===== config.mk =====
export PLATFORM = sky130hd
export DESIGN_NAME = link_ddr_upstream_tx
export DESIGN_NICKNAME = d
export VERILOG_FILES = /design/src/rtl/link_ddr_upstream_tx.sv
export SDC_FILE = /design/constraint.sdc
export NUM_CORES = 1
export LEC_CHECK = 0
export CAP_MARGIN = 0
export CORE_ASPECT_RATIO = 1.5
export CORE_MARGIN = 10
export CORE_UTILIZATION = 60
export CTS_BUF_LIST = sky130_fd_sc_hd__clkbuf_8
export CTS_CLUSTER_SIZE = 30
export DETAILED_ROUTE_END_ITERATION = 8
export PLACE_DENSITY = 0.86
export SLEW_MARGIN = 0
export SYNTH_ARGS = -nofsm -noshare
export SYNTH_HDL_FRONTEND = slang
export SYNTH_SLANG_ARGS = --single-unit

===== constraint.sdc =====
create_clock -name clk -period 6.52 [get_ports clk]
set_clock_uncertainty 0.2 [all_clocks]
set_input_delay 0.652 -clock clk [delete_from_list [all_inputs] [get_ports clk]]
set_output_delay 0.652 -clock clk [all_outputs]
set_load 0.02 [all_outputs]

===== src/rtl/link_ddr_upstream_tx.sv =====
// Transmit end of the DDR link: 2-entry skid FIFO, two-phase serializer and a
// token-refilled credit counter that keeps the remote receive buffer from overflowing.
module link_ddr_upstream_tx #(
  parameter int unsigned WIDTH_P                         = 16,
  parameter int unsigned CHANNEL_WIDTH_P                 = 8,
  parameter int unsigned LG_FIFO_DEPTH_P                 = 6,
  parameter int unsigned LG_CREDIT_TO_TOKEN_DECIMATION_P = 3
) (
  input  logic                       clk,
  input  logic                       rst,
  input  logic [WIDTH_P-1:0]         core_data_i,
  input  logic                       core_valid_i,
  output logic                       core_ready_o,
  output logic [CHANNEL_WIDTH_P-1:0] io_data_o,
  output logic                       io_valid_o,
  input  logic                       io_token_i,
  output logic [LG_FIFO_DEPTH_P:0]   credit_count_o,
  output logic                       credit_err_o
);

  localparam int unsigned CW = LG_FIFO_DEPTH_P + 1;
  localparam logic [CW:0] MaxCredits   = (CW+1)'(1 << LG_FIFO_DEPTH_P);
  localparam logic [CW:0] TokenCredits = (CW+1)'(1 << LG_CREDIT_TO_TOKEN_DECIMATION_P);

  typedef enum logic [1:0] {StIdle, StSendLo, StSendHi} state_e;

  state_e                     state;
  logic [WIDTH_P-1:0]         fifo_mem [2];
  logic                       wr_ptr;
  logic                       rd_ptr;
  logic [1:0]                 fifo_cnt;
  logic [CHANNEL_WIDTH_P-1:0] tx_hi;
  logic [CW-1:0]              credit_q;
  logic                       tok_r;
  logic                       enq;
  logic                       launch;
  logic                       tok_evt;
  logic [WIDTH_P-1:0]         head;
  logic [CW:0]                credit_sum;

  assign core_ready_o   = (fifo_cnt != 2'd2);
  assign enq            = core_valid_i && core_ready_o;
  // A new word may start in any cycle that is not the low phase of the current one.
  assign launch         = (fifo_cnt != 2'd0) && (credit_q != '0) && (state != StSendLo);
  assign tok_evt        = tok_r ^ io_token_i;
  assign head           = fifo_mem[rd_ptr];
  assign credit_count_o = credit_q;

  // One spare bit so an over-return is visible before saturation; launch needs credit > 0.
  always_comb begin
    credit_sum = {1'b0, credit_q} - {{CW{1'b0}}, launch};
    if (tok_evt) credit_sum = credit_sum + TokenCredits;
  end

  always_ff @(posedge clk) begin
    if (rst) begin
      state        <= StIdle;
      wr_ptr       <= 1'b0;
      rd_ptr       <= 1'b0;
      fifo_cnt     <= 2'd0;
      tx_hi        <= '0;
      credit_q     <= MaxCredits[CW-1:0];
      credit_err_o <= 1'b0;
      tok_r        <= io_token_i;
      io_valid_o   <= 1'b0;
      io_data_o    <= '0;
    end else begin
      tok_r <= io_token_i;

      if (credit_sum > MaxCredits) begin
        credit_q     <= MaxCredits[CW-1:0];
        credit_err_o <= 1'b1;
      end else begin
        credit_q <= credit_sum[CW-1:0];
      end

      if (enq) begin
        fifo_mem[wr_ptr] <= core_data_i;
        wr_ptr           <= ~wr_ptr;
      end
      if (launch) rd_ptr <= ~rd_ptr;
      fifo_cnt <= fifo_cnt + 2'(enq) - 2'(launch);

      case (state)
        StSendLo: begin
          io_data_o <= tx_hi;
          state     <= StSendHi;
        end
        default: begin
          if (launch) begin
            io_valid_o <= 1'b1;
            io_data_o  <= head[CHANNEL_WIDTH_P-1:0];
            tx_hi      <= head[WIDTH_P-1:CHANNEL_WIDTH_P];
            state      <= StSendLo;
          end else begin
            io_valid_o <= 1'b0;
            state      <= StIdle;
          end
        end
      endcase
    end
  end

endmodule


==> Word level (Yosys, flattened, before mapping) <==
Memory sizes are Yosys's and may differ from the RTL's. A register that Yosys moved wholly into a read port is not among the register bits.
Cells that the tools add are included.
{ "op_classes": {"n_reduce_logical": 9, "n_addsub": 4, "bitwise_logic": 4, "eq_ne": 3, "muxes": 11, "order_cmp": 1} }
{ "ops": {"columns": ["op", "count"], "rows": [
  ["8-bit two-way mux", 3],
  ["8-bit by 4-bit adder with 8-bit output (second input constant)", 1],
  ["8-bit by 7-bit > comparator with 1-bit output (second input constant)", 1],
  ["7-bit by 1-bit subtractor with 8-bit output", 1],
  ["1-bit two-way mux", 7],
  ["7-bit nonzero test", 1],
  ["2-bit nonzero test", 2],
  ["2-bit OR reduction", 2],
  ["1-bit logical AND", 3],
  ["1-bit inverter", 3],
  ["2-bit by 1-bit adder with 2-bit output", 1],
  ["2-bit by 1-bit == test with 1-bit output (second input constant)", 1],
  ["2-bit two-way mux", 1],
  ["2-bit by 1-bit inequality test with 1-bit output (second input constant)", 1],
  ["2-bit inequality test (second input constant)", 1],
  ["2-bit AND reduction", 1],
  ["2-bit by 1-bit subtractor with 2-bit output", 1],
  ["1-bit bitwise XOR", 1]
]} }
{ "word_totals": {"n_memories": 1, "out_inout_bits": 18, "ramBits": 32, "elab_cells": 44, "ff_bits": 32, "input_bits": 20} }
{ "mem_list": {"columns": ["memory", "depth", "width", "read_ports", "rd_ports_with_merged_regs", "write_ports", "line", "source"], "rows": [
  ["fifo_mem", 2, 16, 1, 1, 1, "28", "logic [WIDTH_P-1:0] fifo_mem [2];"]
]} }

==> Logic depth before layout (Yosys ltp) <==
{ "logic_depth": {"depth_word": 8, "mapped_depth": 12, "ltp_nobuf": 10} }

==> Worst setup path before layout <==
OpenSTA, ideal clock, no wires.
{ "synth_timing": {"path_type": "register to register", "from": "reg credit_q[2], in the netlist credit_count_o[2]", "to": "reg credit_err_o", "required_ns": 6.195, "arrival_ns": 3.543, "path_slack_ns": 2.652, "setup_time_ns": 0.125, "period_less_slack_ns": 3.868, "stages_incl_launch_ff": 13, "path_buffers": 2, "cell_sequence": "dfxtp_1 > nor4_4 > a21oi_1 > and2_1 > buf_2 > buf_1 > ha_1 > ha_1 > nor3b_1 > xor2_1 > o211ai_1 > o311a_4 > o41a_1"} }
{ "synth_between": {"elab_chain_cells": 7} }
{ "synth_lines": {"columns": ["element", "line", "source"], "rows": [
  ["start: declaration", "33", "logic [CW-1:0] credit_q;"],
  ["start signal: assignment", "62", "credit_q <= MaxCredits[CW-1:0];"],
  ["start signal: assignment", "71", "credit_q <= MaxCredits[CW-1:0];"],
  ["start signal: assignment", "74", "credit_q <= credit_sum[CW-1:0];"],
  ["7-bit nonzero test (*)", "44", "assign launch = (fifo_cnt != 2'd0) && (credit_q != '0) && (state != StSendLo);"],
  ["1-bit logical AND (*) (2 in series)", "44", null],
  ["named net launch", "36", "logic launch;"],
  ["7-bit by 1-bit subtractor with 8-bit output (*)", "51", "credit_sum = {1'b0, credit_q} - {{CW{1'b0}}, launch};"],
  ["8-bit by 4-bit adder with 8-bit output", "52", "if (tok_evt) credit_sum = credit_sum + TokenCredits;"],
  ["8-bit two-way mux (*)", "52", null],
  ["8-bit by 7-bit > comparator with 1-bit output (*)", "70", "if (credit_sum > MaxCredits) begin"],
  ["end signal: assignment", "63", "credit_err_o <= 1'b0;"],
  ["end signal: assignment", "72", "credit_err_o <= 1'b1;"],
  ["end: declaration", "18", "output logic credit_err_o"]
]} }
The timed path passes the listed nets; every way through them passes the cells marked *.
A chain may end at the register's enable or synchronous reset.

==> Final worst setup path <==
{ "layout_timing": {"from": "reg credit_q[3], in the netlist credit_count_o[3]", "to": "reg credit_err_o"} }
{ "layout_between": {"elab_chain_cells": 7} }
{ "layout_lines": {"columns": ["element", "line"], "rows": [
  ["7-bit nonzero test", "44"],
  ["1-bit logical AND (2 in series)", "44"],
  ["7-bit by 1-bit subtractor with 8-bit output (*)", "51"],
  ["8-bit by 4-bit adder with 8-bit output", "52"],
  ["8-bit two-way mux (*)", "52"],
  ["8-bit by 7-bit > comparator with 1-bit output (*)", "70"]
]} }
Mark *: on every way between the ends. The rest lies on a longest branch, timed or not.

==> flow_summary.ini <==
[status]
outcome = finished with violations
violations = design-rule violations

[routing]
route.met2.wl_um = 2830
firstDrtPassIters = 6
ant_nets = 0
via_per_inst = 5.82
wl_met3_um = 329
vias = 1787
drt_wl_total_um = 5050
drc = 2
top_layer_used = met4
wl_met1_um = 1830
drt_iter0_markers = 90
routedWlPerCell_um = 16.4

[sta]
max_freq_mhz = 244
rsz0062_at_grt = no
setup_ws_ps = 2410
worst_slew_pin_slew_ps = 926
finalCritPeriodShare_pct = 63.0
finalHoldViolCount = 0
drv_slew = 0
fin_crit_ps = 4110
slew_headroom_pct = 38.2
tns_ps = 0
setup_viol = 0

[power]
power_w = 0.00164
peakVddDrop_uv = 490
power.leakage_nw = 1.15
powerDensity_nw_per_um2 = 510

[hold_path]
holdPathEnd = io_data_o[0]$_SDFFE_PP0P_
hold_depth = 2
hold_class = reg -> reg
holdCritStartpoint = tx_hi[0]$_SDFFE_PP0P_

[setup_path]
endpoint_kind = register
crit_chain = nor4_4 > a21oi_1 > buf_4 > and2_1 > ha_1 > ha_1 > nor3b_1 > xor2_1 > o211ai_1 > o311a_4 > o41a_1
worstPathRequired_ps = 6530
worst-path-buf-inv = 1
r2r_slack_ps = 2410
ff2ff_path_depth = 11
max_stage_delay_ps = 600
worstSetupPathType = reg -> reg
cp_max_fo = 20
startpoint_type = register
crit_family = compound AO/OA/AOI/OAI gates
r2r_start = credit_count_o[3]$_SDFF_PP0_
crit_top_cell = ha_1
critPathSlowestCell = and2_1
reg2reg_to = credit_err_o$_SDFFE_PP0N_
crit_arrival_ps = 4120

[clock_network]
clock_sinks = 65
cts_buffers = 9
clock-root-buffer = clkbuf_8
cts_buffer_depth = 2
post_cts_resized = 0
cts_setup_buffers = 0
clk_pin_slew_ps = 70
cts_hold_buf = 0
cts_tree = built
h-tree-depth = 3
insertion_delay_ps = 320

[die]
dieArea_um2 = 7460
rows = 29
start_util_pct = 62.2
die_w_um = 73.9
dieHeight_um = 101
boundaryPins = 38
placeableCoreArea_um2 = 4210

[grt]
grt_max_degree = 27
grt_pass1_wl_um = 8070
grt_pass1_vias = 1798
antenna_found_initial = 0
overflow = 0
track_usage_pct = 14.0

[layout]
stdcell_count = 307
final_nets = 280
syn2layout_area_growth_pct = 22.8
multi_input_area_um2 = 947
utilization_pct = 76.4
diodes = 0
regArea_um2 = 1620
layout-drive-gt1-share_pct = 7.28
fillers = 285

[yosys]
synth_warnings = 0
post-synth-top-area-cell = edfxtp_1
synth_nets = 239
yosysTopAreaCellShare_pct = 36.7
ys_seq_area_share_pct = 62.0
synth_area_um2 = 2620
synth_seq_cells = 65
ys_top_cells_by_area = edfxtp_1 (37%), dfxtp_1 (25%), mux2i_1 (6.1%)
syn_area_per_cell_um2 = 12.2
ys_types = 36
synthCells = 215

[place]
gp_congestion = 0.860
hpwl_um = 3650
dpl.cell_count = 291
io_buffers = 37
place_ws_ps = 2460

[run]
max_cap_viol_count = 0
==> where the power goes <==
part | switching (W) | internal (W) | leakage, nW
combinational | 0.000376 | 0.000332 | 0.484
sequential | 0.0000931 | 0.000536 | 0.565
clock | 0.000135 | 0.000169 | 0.0981
==> placed cells by master (no fill, tap or decap), drive strengths merged, types with 2 or more instances in the layout <==
cell type      instances
clkdlybuf4s50         37
dfxtp                 33
edfxtp                32
nand2                 22
nor2                  18
mux2i                 16
a21oi                 10
o211ai                10
clkbuf                 9
a211oi                 8
inv                    7
xnor2                  7
nor4                   6
xor2                   4
ha                     4
nor3                   4
clkinv                 4
nand2b                 3
nor2b                  3
buf                    3
nor3b                  3
and2                   2
and3                   2
==> per-layer routing <==
layer | global-route usage, % | up-vias
met1 | 13.8 | 873
met4 | 5.61 | 0
li1 | - | 866
met5 | 0 | -
met3 | 5.23 | 4
met2 | 25.3 | 44
==> cells by family (layout without fill, tap and decap cells) <==
logic type                 after synthesis  count (layout)  share of synthesized area, %
xor gates and xnor gates                11              11                          3.68
AOI/OAI and AO/OA                       35              35                          10.5
DFF                                     65              65                          62.0
buffers and inverters                   15              61                          2.25
and+or+nand+nor                         69              69                          13.6
adders and majority gates                4               4                          1.91
muxes                                   16              16                          6.12
==> cells in the mapped netlist, drive strengths merged <==
library cell and n:
or2 1, nand2b 3, nor2b 3, o41a 1, edfxtp 32, o211a 1, o211ai 10, xnor2 7
nand2 22, a21boi 1, ha 4, a211oi 8, or3 1, nor4 6, clkbuf 6, xor2 4
a21oi 10, nor3b 3, inv 5, o311a 1, a2111oi 1, dfxtp 33, mux2i 16, nand3 1
and3b 1, and4bb 1, nor3 4, nand4b 1, a21o 1, buf 4, and2 2, o21ai 1
nor2 18, and3 2
==> cell type report <==
cell class / count / share of cell area, %
Clock inverter: 7 / 1.67
Multi-Input combinational cell: 135 / 29.5
Timing Repair Buffer: 40 / 12.2
Sequential cell: 65 / 50.4
Clock buffer: 9 / 3.85
Inverter: 5 / 0.584
Tap cell: 46 / 1.79
==> how the worst max path moves through the flow <==
stage,start,to,slack (ps),cells past startpoint
floorplan,credit_count_o[2]$_SDFF_PP0_,credit_err_o$_SDFFE_PP0N_,2650,12
global placement,credit_count_o[3]$_SDFF_PP0_,credit_err_o$_SDFFE_PP0N_,2640,11
detailed placement,credit_count_o[3]$_SDFF_PP0_,credit_err_o$_SDFFE_PP0N_,2460,11
CTS,credit_count_o[3]$_SDFF_PP0_,credit_err_o$_SDFFE_PP0N_,2420,11
global route,credit_count_o[2]$_SDFF_PP0_,credit_err_o$_SDFFE_PP0N_,2050,11
finish,credit_count_o[3]$_SDFF_PP0_,credit_err_o$_SDFFE_PP0N_,2410,11
==> metrics by stage <==
step	instance area [µm²]	hold WS [ps]
2_1_floorplan	2620	232
3_3_place_gp	3040	240
3_5_place_dp	3040	246
4_1_cts	3220	257
5_1_grt	3220	282
6_report	3220	260
==> worst register-to-register path: cells and delay by family (launching register included) <==
kind,cells,cell delay (ps)
AOI/OAI and AO/OA,4,1020
and+or+nand+nor,3,980
adders and majority gates,2,620
DFF,1,490
xor gates and xnor gates,1,440
buffers and inverters,1,240
==> flip-flops by register name, indices dropped and copies added, names as in the netlist, named ones only <==
signal / cells
io_valid_o: 1
tx_hi: 8
io_data_o: 8
rd_ptr: 1
fifo_cnt: 2
wr_ptr: 1
tok_r: 1
credit_err_o: 1
state: 2
fifo_mem: 32
credit_count_o: 7
(Power assumes the default switching activity.)
